<file path="src/rtl/vending_if.sv">
// Coin-acceptor / actuator bus for vending_ctrl.
// Optional audit counters exist only when VEND_AUDIT_EN is defined.
interface vending_if #(
  parameter int unsigned CREDIT_W = 6,
  parameter int unsigned STOCK_W  = 4
);
  logic [1:0]          coin;
  logic                cancel;
  logic                restock;
  logic                dispense;
  logic                change_valid;
  logic [CREDIT_W-1:0] change;
  logic                coin_rej;
  logic [CREDIT_W-1:0] credit;
  logic                sold_out;
  logic [STOCK_W-1:0]  stock;
`ifdef VEND_AUDIT_EN
  logic [15:0]         sales_cnt;
  logic [23:0]         revenue;
`endif

  modport master (
    output coin, cancel, restock,
    input  dispense, change_valid, change, coin_rej, credit, sold_out, stock
`ifdef VEND_AUDIT_EN
    , input sales_cnt, revenue
`endif
  );

  modport slave (
    input  coin, cancel, restock,
    output dispense, change_valid, change, coin_rej, credit, sold_out, stock
`ifdef VEND_AUDIT_EN
    , output sales_cnt, revenue
`endif
  );
endinterface

</file>
<file path="src/rtl/vending_ctrl.sv">
// Parametrised three-coin vending controller with change, refund and stock tracking.
// Define VEND_AUDIT_EN to add saturating sales_cnt / revenue counters.
module vending_ctrl #(
  parameter int unsigned COIN1_VAL  = 5,
  parameter int unsigned COIN2_VAL  = 10,
  parameter int unsigned COIN3_VAL  = 20,
  parameter int unsigned PRICE      = 15,
  parameter int unsigned CREDIT_W   = 6,
  parameter int unsigned STOCK_W    = 4,
  parameter int unsigned STOCK_INIT = 3
) (
  input  logic      clk,
  input  logic      rst_n,
  vending_if.slave  bus
);

  localparam int unsigned SUM_W = CREDIT_W + 1;
  localparam logic [SUM_W-1:0]   C1_S    = SUM_W'(COIN1_VAL);
  localparam logic [SUM_W-1:0]   C2_S    = SUM_W'(COIN2_VAL);
  localparam logic [SUM_W-1:0]   C3_S    = SUM_W'(COIN3_VAL);
  localparam logic [SUM_W-1:0]   PRICE_S = SUM_W'(PRICE);
  localparam logic [STOCK_W-1:0] INIT_S  = STOCK_W'(STOCK_INIT);

  typedef enum logic [1:0] {IDLE, COLLECT, VEND, SOLDOUT} state_t;

  state_t              state_q, state_nxt;
  logic [CREDIT_W-1:0] credit_q, credit_nxt;
  logic [STOCK_W-1:0]  stock_q, stock_nxt;
  logic [CREDIT_W-1:0] change_q, change_nxt;
  logic                dispense_q, dispense_nxt;
  logic                change_valid_q, change_valid_nxt;
  logic                coin_rej_q, coin_rej_nxt;
  logic                sold_out_q, sold_out_nxt;
  logic [SUM_W-1:0]    coin_val;
  logic [SUM_W-1:0]    sum;

  always_comb begin
    case (bus.coin)
      2'd1:    coin_val = C1_S;
      2'd2:    coin_val = C2_S;
      2'd3:    coin_val = C3_S;
      default: coin_val = '0;
    endcase
  end

  assign sum = {1'b0, credit_q} + coin_val;

  // Next-state and next-output decode; cancel is checked before vend.
  always_comb begin
    state_nxt        = state_q;
    credit_nxt       = credit_q;
    stock_nxt        = stock_q;
    change_nxt       = '0;
    dispense_nxt     = 1'b0;
    change_valid_nxt = 1'b0;
    coin_rej_nxt     = 1'b0;

    case (state_q)
      IDLE, COLLECT: begin
        if (bus.cancel && (state_q == COLLECT || bus.coin != 2'd0)) begin
          change_valid_nxt = 1'b1;
          change_nxt       = CREDIT_W'(sum);
          credit_nxt       = '0;
          state_nxt        = IDLE;
        end else if (bus.coin != 2'd0) begin
          if (stock_q == '0) begin
            // Only reachable with STOCK_INIT==0: no item to vend, return the coin
            coin_rej_nxt = 1'b1;
            state_nxt    = SOLDOUT;
          end else if (sum < PRICE_S) begin
            credit_nxt = CREDIT_W'(sum);
            state_nxt  = COLLECT;
          end else begin
            dispense_nxt     = 1'b1;
            change_nxt       = CREDIT_W'(sum - PRICE_S);
            change_valid_nxt = (sum > PRICE_S);
            credit_nxt       = '0;
            stock_nxt        = stock_q - STOCK_W'(1);
            state_nxt        = VEND;
          end
        end
      end
      VEND: begin
        coin_rej_nxt = (bus.coin != 2'd0);
        state_nxt    = (stock_q == '0) ? SOLDOUT : IDLE;
      end
      SOLDOUT: begin
        coin_rej_nxt = (bus.coin != 2'd0);
      end
      default: state_nxt = IDLE;
    endcase

    if (bus.restock) begin
      stock_nxt = INIT_S;
      if (state_nxt == SOLDOUT) state_nxt = IDLE;
    end

    sold_out_nxt = (stock_nxt == '0);
  end

  always_ff @(posedge clk or negedge rst_n) begin
    if (!rst_n) begin
      state_q        <= IDLE;
      credit_q       <= '0;
      stock_q        <= INIT_S;
      change_q       <= '0;
      dispense_q     <= 1'b0;
      change_valid_q <= 1'b0;
      coin_rej_q     <= 1'b0;
      sold_out_q     <= (INIT_S == '0);
    end else begin
      state_q        <= state_nxt;
      credit_q       <= credit_nxt;
      stock_q        <= stock_nxt;
      change_q       <= change_nxt;
      dispense_q     <= dispense_nxt;
      change_valid_q <= change_valid_nxt;
      coin_rej_q     <= coin_rej_nxt;
      sold_out_q     <= sold_out_nxt;
    end
  end

  assign bus.dispense     = dispense_q;
  assign bus.change_valid = change_valid_q;
  assign bus.change       = change_q;
  assign bus.coin_rej     = coin_rej_q;
  assign bus.credit       = credit_q;
  assign bus.sold_out     = sold_out_q;
  assign bus.stock        = stock_q;

`ifdef VEND_AUDIT_EN
  logic [15:0] sales_q;
  logic [23:0] revenue_q;
  logic [24:0] rev_sum;

  assign rev_sum = {1'b0, revenue_q} + 25'(PRICE);

  // Saturating audit counters; cleared by reset only.
  always_ff @(posedge clk or negedge rst_n) begin
    if (!rst_n) begin
      sales_q   <= '0;
      revenue_q <= '0;
    end else if (dispense_nxt) begin
      if (sales_q != '1) sales_q <= sales_q + 16'd1;
      revenue_q <= rev_sum[24] ? '1 : rev_sum[23:0];
    end
  end

  assign bus.sales_cnt = sales_q;
  assign bus.revenue   = revenue_q;
`endif

endmodule
</file>
<file path="src/flat_wrapper.sv">
// flat-port wrapper written by rule: the top's interface ports become plain ports
module vending_ctrl_flat 
#(
  parameter int unsigned COIN1_VAL  = 5,
  parameter int unsigned COIN2_VAL  = 10,
  parameter int unsigned COIN3_VAL  = 20,
  parameter int unsigned PRICE      = 15,
  parameter int unsigned CREDIT_W   = 6,
  parameter int unsigned STOCK_W    = 4,
  parameter int unsigned STOCK_INIT = 3
)
  (clk, rst_n, bus_coin, bus_cancel, bus_restock, bus_dispense, bus_change_valid, bus_change, bus_coin_rej, bus_credit, bus_sold_out, bus_stock);
  vending_if #(.CREDIT_W(CREDIT_W), .STOCK_W(STOCK_W)) bus_i ();
  input  logic clk;
  input  logic rst_n;
  input wire logic [$bits(bus_i.coin)-1:0] bus_coin;
  input wire logic [$bits(bus_i.cancel)-1:0] bus_cancel;
  input wire logic [$bits(bus_i.restock)-1:0] bus_restock;
  output wire logic [$bits(bus_i.dispense)-1:0] bus_dispense;
  output wire logic [$bits(bus_i.change_valid)-1:0] bus_change_valid;
  output wire logic [$bits(bus_i.change)-1:0] bus_change;
  output wire logic [$bits(bus_i.coin_rej)-1:0] bus_coin_rej;
  output wire logic [$bits(bus_i.credit)-1:0] bus_credit;
  output wire logic [$bits(bus_i.sold_out)-1:0] bus_sold_out;
  output wire logic [$bits(bus_i.stock)-1:0] bus_stock;
  assign bus_i.coin = bus_coin;
  assign bus_i.cancel = bus_cancel;
  assign bus_i.restock = bus_restock;
  assign bus_dispense = bus_i.dispense;
  assign bus_change_valid = bus_i.change_valid;
  assign bus_change = bus_i.change;
  assign bus_coin_rej = bus_i.coin_rej;
  assign bus_credit = bus_i.credit;
  assign bus_sold_out = bus_i.sold_out;
  assign bus_stock = bus_i.stock;
  vending_ctrl #(.COIN1_VAL(COIN1_VAL), .COIN2_VAL(COIN2_VAL), .COIN3_VAL(COIN3_VAL), .PRICE(PRICE), .CREDIT_W(CREDIT_W), .STOCK_W(STOCK_W), .STOCK_INIT(STOCK_INIT)) u_core (.clk(clk), .rst_n(rst_n), .bus(bus_i));
endmodule
</file>
<file path="config.mk">
export PLATFORM = sky130hd
export DESIGN_NAME = vending_ctrl_flat
export DESIGN_NICKNAME = d
export VERILOG_FILES = /design/src/rtl/vending_if.sv /design/src/rtl/vending_ctrl.sv /design/src/flat_wrapper.sv
export SDC_FILE = /design/constraint.sdc
export NUM_CORES = 1
export LEC_CHECK = 0
export BUFFER_PORTS_ARGS = -buffer_cell sky130_fd_sc_hd__buf_4
export CELL_PAD_IN_SITES_DETAIL_PLACEMENT = 1
export CELL_PAD_IN_SITES_GLOBAL_PLACEMENT = 1
export CORE_MARGIN = 2
export CORE_UTILIZATION = 45
export CTS_BUF_LIST = sky130_fd_sc_hd__clkbuf_2 sky130_fd_sc_hd__clkbuf_4 sky130_fd_sc_hd__clkbuf_8
export CTS_CLUSTER_SIZE = 25
export DETAILED_ROUTE_END_ITERATION = 10
export PLACE_DENSITY_LB_ADDON = 0.1
export SYNTH_ARGS = -nofsm -noshare
export SYNTH_HDL_FRONTEND = slang
export SYNTH_SLANG_ARGS = --single-unit
</file>
<file path="constraint.sdc">
create_clock -name clk -period 3.8 [get_ports clk]
set_clock_uncertainty 0.05 [all_clocks]
set_input_delay 0.38 -clock clk [delete_from_list [all_inputs] [get_ports clk]]
set_output_delay 0.38 -clock clk [all_outputs]
set_load 0.01 [all_outputs]
</file>
Word level (Yosys, flattened, before mapping)
Index checks and enable logic that the tools add are counted.
Word-level totals
  bits in registers: 22
  input bits: 6
  output and inout port bits: 20
  word-level logic and storage cells: 69
Operators by class
  add/subtract/negate cells: 3
  magnitude comparators: 2
  eq/ne operators: 8
  mux-type cells: 38
  reductions and logical operators: 10
Operators by type and width (count)
  6-bit two-way mux: 9
  4-bit two-way mux: 6
  5-bit case mux with 3 select lines: 1
  2-bit two-way mux: 7
  1-bit two-way mux: 13
  2-bit equality test, second input constant: 5
  4-bit logical NOT: 2
  6-bit by 5-bit adder with 7-bit output: 1
  7-bit by 4-bit > comparator with 1-bit output, second input constant: 1
  7-bit by 4-bit less-than comparator with 1-bit output, second input constant: 1
  6-bit by 4-bit subtractor with 6-bit output, second input constant: 1
  2-bit by 1-bit equality test with 1-bit output, second input constant: 2
  2-bit case mux with 2 select lines: 1
  2-bit nonzero test: 2
  2-bit OR reduction: 2
  4-bit by 1-bit subtractor with 4-bit output, second input constant: 1
  3-bit AND reduction: 1
  2-bit logical NOT: 1
  2-bit by 1-bit inequality test with 1-bit output, second input constant: 1
  1-bit case mux with 2 select lines: 1
  1-bit logical AND: 1
  1-bit logical OR: 1

Longest topological paths before layout
  depth in word-level cells: 12
  depth in mapped cells: 10
  depth with buffers taken out: 10

Worst setup path after synthesis
No wires, ideal clock.
  path type: input -> register
  start point: input bus_coin[0]
  end point: register u_core.stock_q[3], in the netlist u_core.bus.stock[3]
  setup time: 0.077 ns
  arrival time: 2.589 ns
  required time: 3.673 ns
  path slack: 1.083 ns
  cell stages on the path: 10
  buffers on the path: 0
  cell sequence: nor2b_1 ha_1 inv_1 fa_1 xnor2_1 nand3_1 nor3_4 o31ai_2 or4_1 a21oi_1
Between the ends
  word-level cells in the longest chain between the ends: 10
  elaborated cells on any way between the ends: 15
  classes of those cells: add/sub: 1; order compare: 1; eq/ne: 3; mux: 7; reduce/logical: 3
Ends and longest elaborated chain
  start, declared: RTL line flat_wrapper.sv:16  | input wire logic [$bits(bus_i.coin)-1:0] bus_coin;
  2-bit equality test or 2-bit by 1-bit equality test with 1-bit output (tied branches): RTL line vending_ctrl.sv:38  | case (bus.coin)
  5-bit case mux with 3 select lines: RTL line vending_ctrl.sv:38
  6-bit by 5-bit adder with 7-bit output: RTL line vending_ctrl.sv:46  | assign sum = {1'b0, credit_q} + coin_val;
  7-bit by 4-bit less-than comparator with 1-bit output: RTL line vending_ctrl.sv:70  | end else if (sum < PRICE_S) begin
  4-bit two-way mux: RTL line vending_ctrl.sv:70
  4-bit two-way mux: RTL line vending_ctrl.sv:66  | if (stock_q == '0) begin
  4-bit two-way mux: RTL line vending_ctrl.sv:65  | end else if (bus.coin != 2'd0) begin
  4-bit two-way mux (*): RTL line vending_ctrl.sv:60  | if (bus.cancel && (state_q == COLLECT || bus.coin != 2'd0)) begin
  4-bit two-way mux (*): RTL line vending_ctrl.sv:58  | case (state_q)
  4-bit two-way mux (*): RTL line vending_ctrl.sv:93  | if (bus.restock) begin
  via u_core.stock_nxt[3]: RTL line vending_ctrl.sv:28  | logic [STOCK_W-1:0] stock_q, stock_nxt;
  end signal, assigned: RTL line vending_ctrl.sv:114  | stock_q <= stock_nxt;
  end, declared: RTL line vending_ctrl.sv:28
The timed path passes the listed nets; every way through them passes the cells marked *.
A chain may end at the register's enable or synchronous reset.

Worst setup path in the final report
  start point: register u_core.credit_q[0], in the netlist u_core.bus.credit[0]
  end point: register u_core.stock_q[3], in the netlist u_core.bus.stock[3]
Between the ends
  word-level cells in the longest chain between the ends: 8
Ends and longest elaborated chain
  start, declared: RTL line vending_ctrl.sv:27  | logic [CREDIT_W-1:0] credit_q, credit_nxt;
  start signal, assigned: RTL line vending_ctrl.sv:113  | credit_q <= credit_nxt;
  6-bit by 5-bit adder with 7-bit output: RTL line vending_ctrl.sv:46
  7-bit by 4-bit less-than comparator with 1-bit output: RTL line vending_ctrl.sv:70
  4-bit two-way mux: RTL line vending_ctrl.sv:70
  4-bit two-way mux: RTL line vending_ctrl.sv:66
  4-bit two-way mux: RTL line vending_ctrl.sv:65
  4-bit two-way mux: RTL line vending_ctrl.sv:60
  4-bit two-way mux: RTL line vending_ctrl.sv:58
  4-bit two-way mux: RTL line vending_ctrl.sv:93
  via u_core.stock_nxt[3]: RTL line vending_ctrl.sv:28
The timed path passes the listed nets, and every way through them passes these cells.

==> key figures <==
Outcome
  – Run status: finished clean

Place
  – PortBufs: 25
  – Gpl congestion: 0.799
  – Place WS: 0.631 ns
  – DP HPWL: 2480 µm
  – Placement Cell Area: 1540 µm²

Flow run
  – Max-cap viol count: 0

Setup path
  – Worst-path fanout max: 6
  – Crit path cell chain: ha_1 > inv_1 > fa_1 > xnor2_1 > nand3_1 > nor3_4 > o31ai_2 > or4_1 > a21oi_1
  – WP data arrival: 3.16 ns
  – Setup CP Type: reg2reg
  – WP buf/inv: 1
  – CP endpoint kind: flop
  – Slowest CP cell: or4_1
  – Cell family with most CP delay: simple AND/OR/NAND/NOR gates
  – Max stage delay on crit path: 0.49 ns
  – CP required: 4.00 ns
  – Worst setup SP type: flop

Power and ir drop
  – Static Leakage: 0.000772 µW
  – Flop pwr share: 44.2%
  – Pint: 428 µW
  – Share of total power in combinational logic: 35.7%
  – Switching power: 225 µW
  – Clk pwr share: 20.1%
  – Sw Share: 34.4%
  – Peak supply drop: 263 µV
  – PwrDens: 411 nW/µm²

Timing
  – Hold slack: 0.198 ns
  – Tmin final: 2.96 ns
  – Worst slew pin tran: 0.762 ns
  – Unrepaired setup endpoints after global routing: no
  – # setup viols final: 0
  – Final setup TNS: 0 ns
  – Max-slew headroom: 48.7%
  – Hold Fails Final Rpt: 0
  – Final WS setup: 0.842 ns
  – Fmax: 338 MHz
  – Period utilization: 77.8%
  – Final Max Slew Viols: 0

GRT
  – First-pass GRT wire length: 5430 µm
  – Total GRT Usage: 20.9%
  – Vias in the first global route: 1134
  – Grt met3 use: 3.52%
  – M1 GR Usage: 27.7%
  – Largest net degree at the start of global routing: 23
  – Met2 usage: 34.8%
  – Busiest grt layer: met2
  – Initial antenna violation count: 0
  – Overflow after GRT: 0

Synthesis
  – Fraction of registers with async set/reset: 100%
  – Post-Syn Nets: 158
  – Seq cells post-synth: 22
  – Synth top cells by count: dfrtp_1, nor2_1, nand2_1
  – Yosys cell types: 42
  – Syn. warnings: 0
  – Post-synth EDFFs: 0
  – Top cells by area, synth: dfrtp_1, ha_1, nor2_1, dfstp_2, nand2_1
  – Cell taking the most area after synthesis: dfrtp_1
  – Post-synth top flop: dfrtp_1
  – Most common cell in the netlist: dfrtp_1
  – Synthesized cell area: 1330 µm²
  – Post-synthesis sequential area ratio: 41.5%
  – Post-synth top area share: 37.6%
  – Post-Synthesis Cells: 144
  – Mean Syn Cell Area: 9.25 µm²

Clock network
  – H-tree levels: 1
  – CTS root buf: clkbuf_4
  – Cts bufs inserted: 3
  – Worst-path clk slew: 0.13 ns
  – Worst skew pair latency: 0.32 ns
  – CTS Buffer Depth: 2
  – # clock sinks: 22
  – CTS tree: done
  – Post-cts sizing count: 0

Floorplanning
  – Num rows: 19
  – Die height: 58.4 µm
  – Die area: 3410 µm²
  – # IOs: 26
  – Die width: 58.4 µm
  – Starting Density: 47.9%
  – Core Footprint: 2780 µm²

Final layout
  – N_diodes: 0
  – Final core occ: 57.1%
  – Filler Cells Inserted: 330
  – Layout area overhead: 19.2%
  – Post-route design area: 1590 µm²
  – Final layout net count: 185
  – Layout cell share with drive strength beyond 1: 21.2%

Hold path
  – Worst min-delay path class: in2reg

Routing
  – Drt pass-1 iters: 4
  – DR vias/cell: 5.57
  – Routed wire per std cell: 15.9 µm
  – Final wirelength: 3190 µm
  – Vias post-DR: 1120
  – DRC Markers: 0
  – Final ANT Viol Nets: 0
  – Detailed Route Iter0 Violations: 17
[kinds of logic after synthesis]
family	count (synthesis)	share of synthesized area, %
and+or+nand+nor	58	22.2
AOI/OAI and AO/OA	31	17.1
DFF	22	41.5
buffers and inverters	16	4.60
xor gates and xnor gates	8	5.82
adders and majority gates	8	8.07
muxes	1	0.751
[cell type report]
cell class	instances	area (µm²)	share of cell area, %
clock buffer	4	36.3	2.28
tap	31	38.8	2.44
sequential	22	553	34.8
multi-input combinational	106	718	45.2
inverter	12	45.0	2.83
timing repair buffer	26	198	12.4
[state kept, by name (all words and copies together) (netlist names)]
register                 cells
u_core.bus.stock             4
u_core.state_q               2
u_core.bus.change_valid      1
u_core.bus.credit            6
u_core.bus.sold_out          1
u_core.bus.coin_rej          1
u_core.bus.change            6
u_core.bus.dispense          1
[worst paths after layout]
check | endpoint | slack [ns] | depth (start not counted) | startpoint
min in group asynchronous | u_core.bus.coin_rej | 0.42 | 2 | rst_n
max in group asynchronous | u_core.bus.stock[1] | 3.01 | 2 | rst_n
worst max-delay path | u_core.bus.stock[3] | 0.84 | 9 | u_core.bus.credit[0]
worst min-delay path | u_core.bus.stock[3] | 0.20 | 2 | bus_restock
worst max register to register | u_core.bus.stock[3] | 0.84 | 9 | u_core.bus.credit[0]
worst min register to register | u_core.bus.stock[1] | 0.48 | 2 | u_core.bus.stock[1]
[repair_timing]
item,CTS,global route
hold endpoints to repair,20,0
hold buffers,1,0
buffers inserted,0,0
[metrics by stage]
step	instances	power, µW
detailed placement	196	527
global route	201	697
floorplan	144	436
finish	201	653
CTS	201	662
global placement	196	519
[layout by cell type (no fill, tap or decap), drive strengths merged, types with 2 or more instances in the layout]
| master | instances |
|---|---|
| a21oi | 6 |
| a22o | 2 |
| a31oi | 2 |
| and2 | 5 |
| buf | 25 |
| clkbuf | 4 |
| dfrtp | 20 |
| dfstp | 2 |
| ha | 7 |
| inv | 12 |
| nand2 | 14 |
| nand2b | 2 |
| nand3 | 3 |
| nor2 | 17 |
| nor3 | 6 |
| nor4 | 2 |
| o21ai | 8 |
| o31ai | 3 |
| or3 | 3 |
| xnor2 | 5 |
| xor2 | 3 |
[power groups by stage]
stage / registers, µW / clock network (µW) / logic (µW)
2_1_floorplan: 301 / 0 / 135
3_3_place_gp: 292 / 0 / 227
3_5_place_dp: 293 / 0 / 234
4_1_cts: 289 / 137 / 236
5_1_grt: 292 / 147 / 259
6_report: 289 / 131 / 233
[per-layer routing]
layer / vias up / part of all wire (%)
li1: 551 / -
met1: 535 / 47
met2: 27 / 46
met3: 7 / 4.8
met4: 0 / 1.5
met5: - / 0
Note: power is estimated with default switching activity, not from simulation.
